**config.mk**
```make
export PLATFORM = sky130hd
export DESIGN_NAME = seq_detect_param
export DESIGN_NICKNAME = d
export VERILOG_FILES = /design/src/rtl/seq_detect_pkg.sv /design/src/rtl/seq_detect_param_sat_counter.sv /design/src/rtl/seq_detect_param.sv
export SDC_FILE = /design/constraint.sdc
export NUM_CORES = 1
export LEC_CHECK = 0
export BUFFER_PORTS_ARGS = -buffer_cell sky130_fd_sc_hd__buf_4
export CAP_MARGIN = 0
export CORE_MARGIN = 1
export CORE_UTILIZATION = 45
export DETAILED_ROUTE_END_ITERATION = 6
export GPL_TIMING_DRIVEN = 0
export PLACE_DENSITY = 0.78
export SKIP_LAST_GASP = 1
export SLEW_MARGIN = 0
export SYNTH_ARGS = -nofsm -noshare
export SYNTH_HDL_FRONTEND = slang
export SYNTH_SLANG_ARGS = --single-unit
```
**constraint.sdc**
```tcl
create_clock -name clk -period 1.5 [get_ports clk]
set_input_delay 0.3 -clock clk [delete_from_list [all_inputs] [get_ports clk]]
set_output_delay 0.3 -clock clk [all_outputs]
set_load 0.05 [all_outputs]
```
**src/rtl/seq_detect_pkg.sv**
```systemverilog
// Shared helpers for the serial pattern detectors: state sizing and the
// elaboration-time KMP border / fallback functions.
package seq_detect_pkg;

    localparam int MAX_PAT_LEN = 16;

    typedef logic [MAX_PAT_LEN-1:0] pat_t;

    typedef enum logic {
        OVL_OFF = 1'b0,
        OVL_ON  = 1'b1
    } ovl_mode_e;

    // Width needed to hold a matched-prefix length of 0..len.
    function automatic int state_w(input int len);
        return $clog2(len + 1);
    endfunction

    // Pattern bit at stream position pos (0 = first bit received).
    function automatic logic pat_bit(input pat_t pat, input int len, input int pos);
        int idx;
        idx = len - 1 - pos;
        return pat[idx[3:0]];
    endfunction

    // Longest proper prefix of the first n pattern bits that is also a suffix of them.
    function automatic int border(input pat_t pat, input int len, input int n);
        int  best;
        logic ok;
        best = 0;
        for (int k = 1; k < n; k++) begin
            ok = 1'b1;
            for (int j = 0; j < k; j++) begin
                if (pat_bit(pat, len, j) != pat_bit(pat, len, n - k + j)) begin
                    ok = 1'b0;
                end
            end
            if (ok) begin
                best = k;
            end
        end
        return best;
    endfunction

    // Longest pattern prefix (shorter than the full pattern) that ends the
    // string "first st pattern bits followed by b". Covers both the advance
    // and the mismatch fallback; the completing case is handled by the caller.
    function automatic int next_state(input pat_t pat, input int len, input int st, input logic b);
        int   best;
        int   pos;
        logic ok;
        logic sb;
        best = 0;
        for (int k = 1; k <= st + 1; k++) begin
            if (k < len) begin
                ok = 1'b1;
                for (int j = 0; j < k; j++) begin
                    pos = st + 1 - k + j;
                    sb  = (pos < st) ? pat_bit(pat, len, pos) : b;
                    if (sb != pat_bit(pat, len, j)) begin
                        ok = 1'b0;
                    end
                end
                if (ok) begin
                    best = k;
                end
            end
        end
        return best;
    endfunction

endpackage

```
**src/rtl/seq_detect_param_sat_counter.sv**
```systemverilog
// Saturating up-counter with a synchronous clear that dominates the increment.
module seq_detect_param_sat_counter #(
    parameter int CNT_W = 8
) (
    input  logic             clk,
    input  logic             rst_n,
    input  logic             inc,
    input  logic             clr,
    output logic [CNT_W-1:0] cnt
);

    logic [CNT_W-1:0] cnt_q;
    logic [CNT_W-1:0] cnt_d;

    always_comb begin
        cnt_d = cnt_q;
        if (clr) begin
            cnt_d = '0;
        end else if (inc && (cnt_q != {CNT_W{1'b1}})) begin
            cnt_d = cnt_q + 1'b1;
        end
    end

    always_ff @(posedge clk or negedge rst_n) begin
        if (!rst_n) begin
            cnt_q <= '0;
        end else begin
            cnt_q <= cnt_d;
        end
    end

    assign cnt = cnt_q;

endmodule

```
**src/rtl/seq_detect_param.sv**
```systemverilog
// Parametrised KMP serial pattern detector with Mealy and Moore match outputs,
// run-time overlap selection and a saturating match counter.
module seq_detect_param
    import seq_detect_pkg::*;
#(
    parameter int                 PAT_LEN = 5,
    parameter logic [PAT_LEN-1:0] PAT     = 5'b00101,
    parameter int                 CNT_W   = 8
) (
    input  logic                                clk,
    input  logic                                rst_n,
    input  logic                                in_valid,
    input  logic                                in_bit,
    input  logic                                overlap,
    input  logic                                cnt_clr,
    output logic                                match_mealy,
    output logic                                match,
    output logic [CNT_W-1:0]                    match_cnt,
    output logic [state_w(PAT_LEN)-1:0]         state_dbg
);

    localparam int SW = state_w(PAT_LEN);
    localparam int NS = 2 ** SW;

    localparam logic [SW-1:0] LAST_ST   = SW'(PAT_LEN - 1);
    localparam logic [SW-1:0] BORDER_ST = SW'(border(pat_t'(PAT), PAT_LEN, PAT_LEN));

    // Constant transition tables, padded to a power of two so any state code indexes safely.
    logic          exp_tbl [NS];
    logic [SW-1:0] fb0_tbl [NS];
    logic [SW-1:0] fb1_tbl [NS];

    for (genvar s = 0; s < NS; s++) begin : g_tbl
        if (s < PAT_LEN) begin : g_live
            assign exp_tbl[s] = PAT[PAT_LEN-1-s];
            assign fb0_tbl[s] = SW'(next_state(pat_t'(PAT), PAT_LEN, s, 1'b0));
            assign fb1_tbl[s] = SW'(next_state(pat_t'(PAT), PAT_LEN, s, 1'b1));
        end else begin : g_pad
            assign exp_tbl[s] = 1'b0;
            assign fb0_tbl[s] = '0;
            assign fb1_tbl[s] = '0;
        end
    end

    logic [SW-1:0] st_q;
    logic [SW-1:0] st_d;
    logic          match_q;
    logic          match_d;
    logic          complete;

    assign complete = in_valid && (in_bit == exp_tbl[st_q]) && (st_q == LAST_ST);

    always_ff @(posedge clk or negedge rst_n) begin
        if (!rst_n) begin
            st_q    <= '0;
            match_q <= 1'b0;
        end else begin
            st_q    <= st_d;
            match_q <= match_d;
        end
    end

    always_comb begin
        st_d    = st_q;
        match_d = complete;
        if (in_valid) begin
            if (complete) begin
                st_d = (ovl_mode_e'(overlap) == OVL_ON) ? BORDER_ST : '0;
            end else if (in_bit) begin
                st_d = fb1_tbl[st_q];
            end else begin
                st_d = fb0_tbl[st_q];
            end
        end
    end

    always_comb begin
        match_mealy = complete;
        match       = match_q;
        state_dbg   = st_q;
    end

    seq_detect_param_sat_counter #(
        .CNT_W (CNT_W)
    ) u_cnt (
        .clk   (clk),
        .rst_n (rst_n),
        .inc   (complete),
        .clr   (cnt_clr),
        .cnt   (match_cnt)
    );

endmodule
```
==> results of run 1 <==
synth_stat cells, drive strengths merged:
library cell | number | area (um^2)
nor3 | 1 | 10.0
a31oi | 4 | 25.0
and3 | 2 | 12.5
a211oi | 4 | 30.0
a311oi | 3 | 32.5
and4b | 2 | 20.0
nand4 | 2 | 27.5
nand2 | 1 | 3.75
and4 | 2 | 20.0
mux2i | 1 | 10.0
a21oi | 3 | 18.8
nand2b | 2 | 12.5
dfrtp | 12 | 300
mux2 | 3 | 37.5
nand3 | 3 | 15.0
nor2 | 2 | 7.51
clkinv | 1 | 8.76
and2 | 1 | 6.26
ha | 4 | 50.1
a41oi | 2 | 25.0
nor2b | 2 | 12.5
inv | 6 | 22.5
o21ai | 2 | 10.0
buf | 1 | 3.75
power breakdown:
group / switching, uW / internal (uW) / total (uW)
Clock: 115 / 147 / 263
Sequential: 32.7 / 363 / 395
Combinational: 306 / 248 / 554
Total: 454 / 759 / 1210
cell type report:
cell class                 instances  area (um^2)  area share (%)
clock buffer                       4         36.3            3.54
tap                               16         20.0            1.95
buffer                             1         3.75           0.366
inverter                           7         38.8            3.78
timing repair buffer              24          195            19.0
multi-input combinational         46          427            41.6
sequential                        12          305            29.8
timing repair:
| item | 4_1_cts | 5_1_grt |
|---|---|---|
| hold buffers | 1 | 0 |
| endpoints found under the setup margin | 1 | 8 |
| resized for setup | 3 | 0 |
| setup buffers | 6 | 1 |
| gates cloned | 0 | 0 |
| hold endpoints to repair | 12 | 0 |
| pin swaps | 1 | 3 |
cell usage in the layout, fill, tap and decap left out, drive strengths merged, types with 3 or more instances in the layout:
master  synthesis  final
inv             6      6
mux2            3      3
a311oi          3      3
clkbuf          0      4
ha              4      4
nand3           3      3
a211oi          4      4
a31oi           4      4
buf             1     24
dfrtp          12     12
a21oi           3      3
how the worst max path moves through the flow:
stage / startpoint / end / cells after the start
2_1_floorplan: state_dbg[1] / u_cnt.cnt[0] / 5
3_3_place_gp: u_cnt.cnt[0] / u_cnt.cnt[0] / 4
3_5_place_dp: u_cnt.cnt[0] / u_cnt.cnt[0] / 4
4_1_cts: state_dbg[0] / match_mealy / 5
5_1_grt: state_dbg[1] / match_mealy / 5
6_report: state_dbg[1] / match_mealy / 5
worst max-delay path: stages (launching register included):
cell and delay [ns]:
dfrtp_2 0.42, inv_2 0.07, ha_4 0.14, nand4_4 0.14
clkinv_8 0.08, buf_12 0.12
stage by stage:
step | setup WS (ns) | hold WS, ns | cells
CTS | -0.0603 | 0.261 | 109
finish | -0.0545 | 0.261 | 110
global placement | 0.0444 | 0.145 | 98
floorplan | -0.0620 | 0.00441 | 66
detailed placement | 0.0315 | 0.148 | 98
global route | -0.108 | 0.251 | 110
cell families after synthesis:
group                      share of synthesized area (%)
and+or+nand+nor                                     20.5
DFF                                                 41.6
buffers and inverters                               4.85
muxes                                               6.59
adders and majority gates                           6.93
AOI/OAI and AO/OA                                   19.6
flip-flops by register name (all words and copies together) (netlist names):
signal / flops
u_cnt.cnt: 8
state_dbg: 3
match: 1
per-layer routing:
metal  global-route usage (%)  up-vias
li1                         -      312
met1                     27.8      292
met2                     31.6       15
met3                     4.31        4
met4                     9.38        0
met5                        0        -
==> reports/qor.csv, run 1 <==
metric,value,unit
status,finished with violations,
violations,setup timing,
ir_drop,0.693,mV
max_freq,643,MHz
io_pins,19,
final_util,68.1,%
finalSetupViolCount,2,
rsz0062_at_grt,yes,
place.gp.congestion,0.799,
first_iter_violations,11,
fill_cells,117,
min_path_cells,2,
drive_gt1_share,48.9,%
leakagePower,0.000458,uW
drv_cap,0,
crit_type,reg2out,
worstHoldStart,in_valid,
reg2reg_depth,6,
fin_ws,-0.0545,ns
hpwl,1.04,mm
initial_core_util,47.9,%
cts_tree,yes,
hold_path.class,in2reg,
synth_seq_cells,12,
grt_pass1_wl,2.68,mm
clk_path_buf_depth,2,
fin_skew,0.00224,ns
ant_nets,0,
slew_viol_final,0,
grt_use_total,20.5,%
grt_max_degree,13,
die_y,42.1,um
path_clk_slew,0.08,ns
core_area,0.00151,mm^2
tightest_slew,0.444,ns
rr_startpoint,state_dbg[1],
worstSkewPairLatency,0.27,ns
syn_area,722,um^2
yosysSeqAreaShare,41.6,%
placed_cell_area,915,um^2
route.met2.wl,770,um
cp_data_arrival_time,1.25,ns
hold_end,state_dbg[1],
final_area,0.00103,mm^2
die_x,42.1,um
relSlewSlack,70.4,%
syn_nets,76,
worstPathMaxFanout,2,
fin_crit_sh,104,%
syn_to_final_growth,42.1,%
io_buffers,16,
cts_max_level,1,
wl_met3,52,um
period_needed,1.55,ns
timing.rr.end,u_cnt.cnt[0],
syn_area_per_cell,10.9,um^2
grt.overflow.total,0,
wire_per_inst,14.5,um
top_layer_used,met4,
finalHoldViolations,0,
drc,0,
m1WireLength,740,um
required,1.20,ns
antenna_found_initial,0,
yosys.cell_types.count,31,
setup.worst_path.end_class,output pin,
cts_inserted_buffers,3,
synthCells,66,
dieArea,0.00177,mm^2
via_per_inst,5.66,
cts.sinks,12,
setup_tns,-0.0788,ns
p_total,1210,uW
num_vias,623,
start_kind,flip-flop,
root_buffer,clkbuf_4,
power_density,1180,mW/mm^2
row_count,14,
rrSetupSlack,-0.02,ns
diodes,0,
grt_pass1_vias,582,
first_pass_iters,4,
drt_wl_total,1.60,mm
yosysWarnings,0,
final_nets,105,
(Power assumes the default switching activity.)
==> run 2: changes to the inputs <==
--- a/config.mk
+++ b/config.mk
@@ -8,10 +8,10 @@
 export BUFFER_PORTS_ARGS = -buffer_cell sky130_fd_sc_hd__buf_4
 export CAP_MARGIN = 0
 export CORE_MARGIN = 1
-export CORE_UTILIZATION = 45
+export CORE_UTILIZATION = 40
 export DETAILED_ROUTE_END_ITERATION = 6
 export GPL_TIMING_DRIVEN = 0
-export PLACE_DENSITY = 0.78
+export PLACE_DENSITY = 0.71
 export SKIP_LAST_GASP = 1
 export SLEW_MARGIN = 0
 export SYNTH_ARGS = -nofsm -noshare
==> run 2 against run 1 <==
- largest power group unchanged
- cell area is 0.98% higher
- worst setup slack worse by 0.013 ns
- first-iteration DRC count is 91% higher
- clock skew hardly changed
- the flow still finishes with violations (setup timing)
- non-clock buffer count stayed put
- combinational power is 0.9% higher
- largest cell class unchanged
- worst hold slack better by 0.00093 ns
- sequential power is 2% higher
==> reports/qor.csv, run 2 (synthesis results as in run 1) <==
metric,value,unit,change
drive_gt1_share,50.0,%,was 48.9%
timing.hold.ws,0.262,ns,was 0.261 ns
hold_path.class,in2reg,,unchanged
finalHoldViolations,0,,unchanged
cts_tree,yes,,unchanged
ant_nets,0,,unchanged
max_freq,638,MHz,was 643 MHz
leakagePower,0.000452,uW,was 0.000458 uW
required,1.20,ns,about the same
grtUsageMet1,25.9,%,was 27.8%
instances_no_fill,118,,was 110
initial_core_util,45.3,%,was 47.9%
clk_path_buf_depth,2,,unchanged
io_buffers,16,,unchanged
power_frac_comb,47.2,%,was 45.7%
min_path_cells,2,,unchanged
p_clk_share,18.9,%,was 21.7%
setup.worst_path.end_class,output pin,,unchanged
start_kind,flip-flop,,unchanged
drt_wl_total,1.74,mm,was 1.60 mm
drc,0,,unchanged
syn_to_final_growth,43.5,%,was 42.1%
final_nets,105,,unchanged
period_needed,1.57,ns,was 1.55 ns
most-common-layout-cells,"buf_4 (22), dfrtp_1 (8), a31oi_1 (4), inv_1 (4), dfrtp_2 (4)",,"was buf_4 (22), dfrtp_1 (8)"
violations,setup timing,,unchanged
fin_skew,0.00221,ns,was 0.00224 ns
num_vias,654,,was 623
finalSetupViolCount,2,,unchanged
grt_pass1_wl,2.94,mm,was 2.68 mm
first_pass_iters,4,,unchanged
via_per_inst,5.54,,was 5.66
largest_register_ffs,8,,unchanged
p_int,713,uW,was 759 uW
p_sw_share,39.7,%,was 37.4%
rr_startpoint,state_dbg[0],,was state_dbg[1]
antenna_found_initial,0,,unchanged
path_clk_slew,0.08,ns,about the same
cts_max_level,1,,unchanged
place_inst,106,,was 98
io_pins,19,,unchanged
slew_viol_final,0,,unchanged
hpwl,1.12,mm,was 1.04 mm
reg2reg_depth,6,,unchanged
p_total,1180,uW,was 1210 uW
dp_worst_setup_slack,0.0267,ns,was 0.0315 ns
row_count,14,,unchanged
fill_cells,138,,was 117
status,finished with violations,,unchanged
rsz0062_at_grt,yes,,unchanged
worstSkewPairLatency,0.28,ns,was 0.27 ns
ir_drop,1.13,mV,was 0.693 mV
power.switching,470,uW,was 454 uW
crit_type,reg2out,,unchanged
fin_crit_sh,104,%,about the same
die_x,44.5,um,was 42.1 um
busiest_layer,met2,,unchanged
grt_pass1_vias,676,,was 582
relSlewSlack,66.7,%,was 70.4%
cp_data_arrival_time,1.27,ns,was 1.25 ns
wire_per_inst,14.7,um,was 14.5 um
core_area,0.00159,mm^2,was 0.00151 mm^2
worstHoldStart,in_valid,,unchanged
final_common_cell,buf_4,,unchanged
power_density,1140,mW/mm^2,was 1180 mW/mm^2
grt_max_degree,13,,unchanged
cts_inserted_buffers,3,,unchanged
rrSetupSlack,-0.04,ns,was -0.02 ns
tightest_slew,0.500,ns,was 0.444 ns
fin_ws,-0.0673,ns,was -0.0545 ns
first_iter_violations,21,,was 11
power_frac_seq,33.8,%,was 32.6%
hold_end,state_dbg[1],,unchanged
diodes,0,,unchanged
dieArea,0.00198,mm^2,was 0.00177 mm^2
drv_cap,0,,unchanged
die_y,44.5,um,was 42.1 um
grt_use_total,20.5,%,about the same
met3_usage,3.67,%,was 4.31%
worstPathMaxFanout,2,,unchanged
timing.rr.end,u_cnt.cnt[0],,unchanged
cts.sinks,12,,unchanged
place.gp.congestion,0.836,,was 0.799
use_met2,34.4,%,was 31.6%
setup_tns,-0.106,ns,was -0.0788 ns
grt.overflow.total,0,,unchanged
root_buffer,clkbuf_4,,unchanged
run 2: cell counts in the layout (fill, tap and decap cells not counted):
Identical to the previous run, type by type.
run 2: repair_timing:
item | 4_1_cts | 5_1_grt
pin swaps | 1 | 1
setup endpoints to repair | 1 | 7
gates resized for setup | 3 | 2
buffers inserted | 6 | 1
hold buffers | 1 | 0
endpoints found under the hold margin | 12 | 0
run 2: power groups by stage:
stage	combinational, uW	clock (uW)	sequential, uW
2_1_floorplan	185	0	531
3_3_place_gp	418	0	414
3_5_place_dp	427	0	418
4_1_cts	526	219	397
5_1_grt	602	238	404
6_report	559	224	401
run 2: worst max-delay path by stage:
stage                     slack (ns)  cells after the start          from            to
after floorplan                -0.06                      5  state_dbg[1]  u_cnt.cnt[0]
final                          -0.07                      5  state_dbg[0]   match_mealy
after detailed placement        0.03                      5  state_dbg[1]  u_cnt.cnt[0]
after global placement          0.04                      4  u_cnt.cnt[0]  u_cnt.cnt[0]
after CTS                      -0.05                      5  state_dbg[1]   match_mealy
after global routing           -0.12                      5  state_dbg[0]   match_mealy
run 2: metal layers:
layer  up-vias  wire, um  share of wire, %
met5         -         0                 0
met4         0        26               1.5
met3         4        62               3.6
met2        17       857                49
met1       325       794                46
li1        308         -                 -
run 2: final cells by class:
type / count / area (um^2) / area share (%)
multi-input combinational: 46 / 437 / 42.1
sequential: 12 / 305 / 29.5
timing repair buffer: 24 / 195 / 18.8
inverter: 7 / 38.8 / 3.74
tap: 24 / 30.0 / 2.90
clock buffer: 4 / 26.3 / 2.54
buffer: 1 / 3.75 / 0.362
run 2: critical path, stage by stage (launching register included):
cell and delay [ns]:
dfrtp_2 0.42, inv_2 0.08, ha_4 0.15, nand4_4 0.13
clkinv_8 0.08, buf_12 0.12
run 2: metrics by stage:
stage | area, um^2 | util (%)
2_1_floorplan | 774 | -
3_3_place_gp | 925 | 58.0
3_5_place_dp | 925 | 58.0
4_1_cts | 1020 | 63.9
5_1_grt | 1040 | 65.0
6_report | 1040 | 65.0
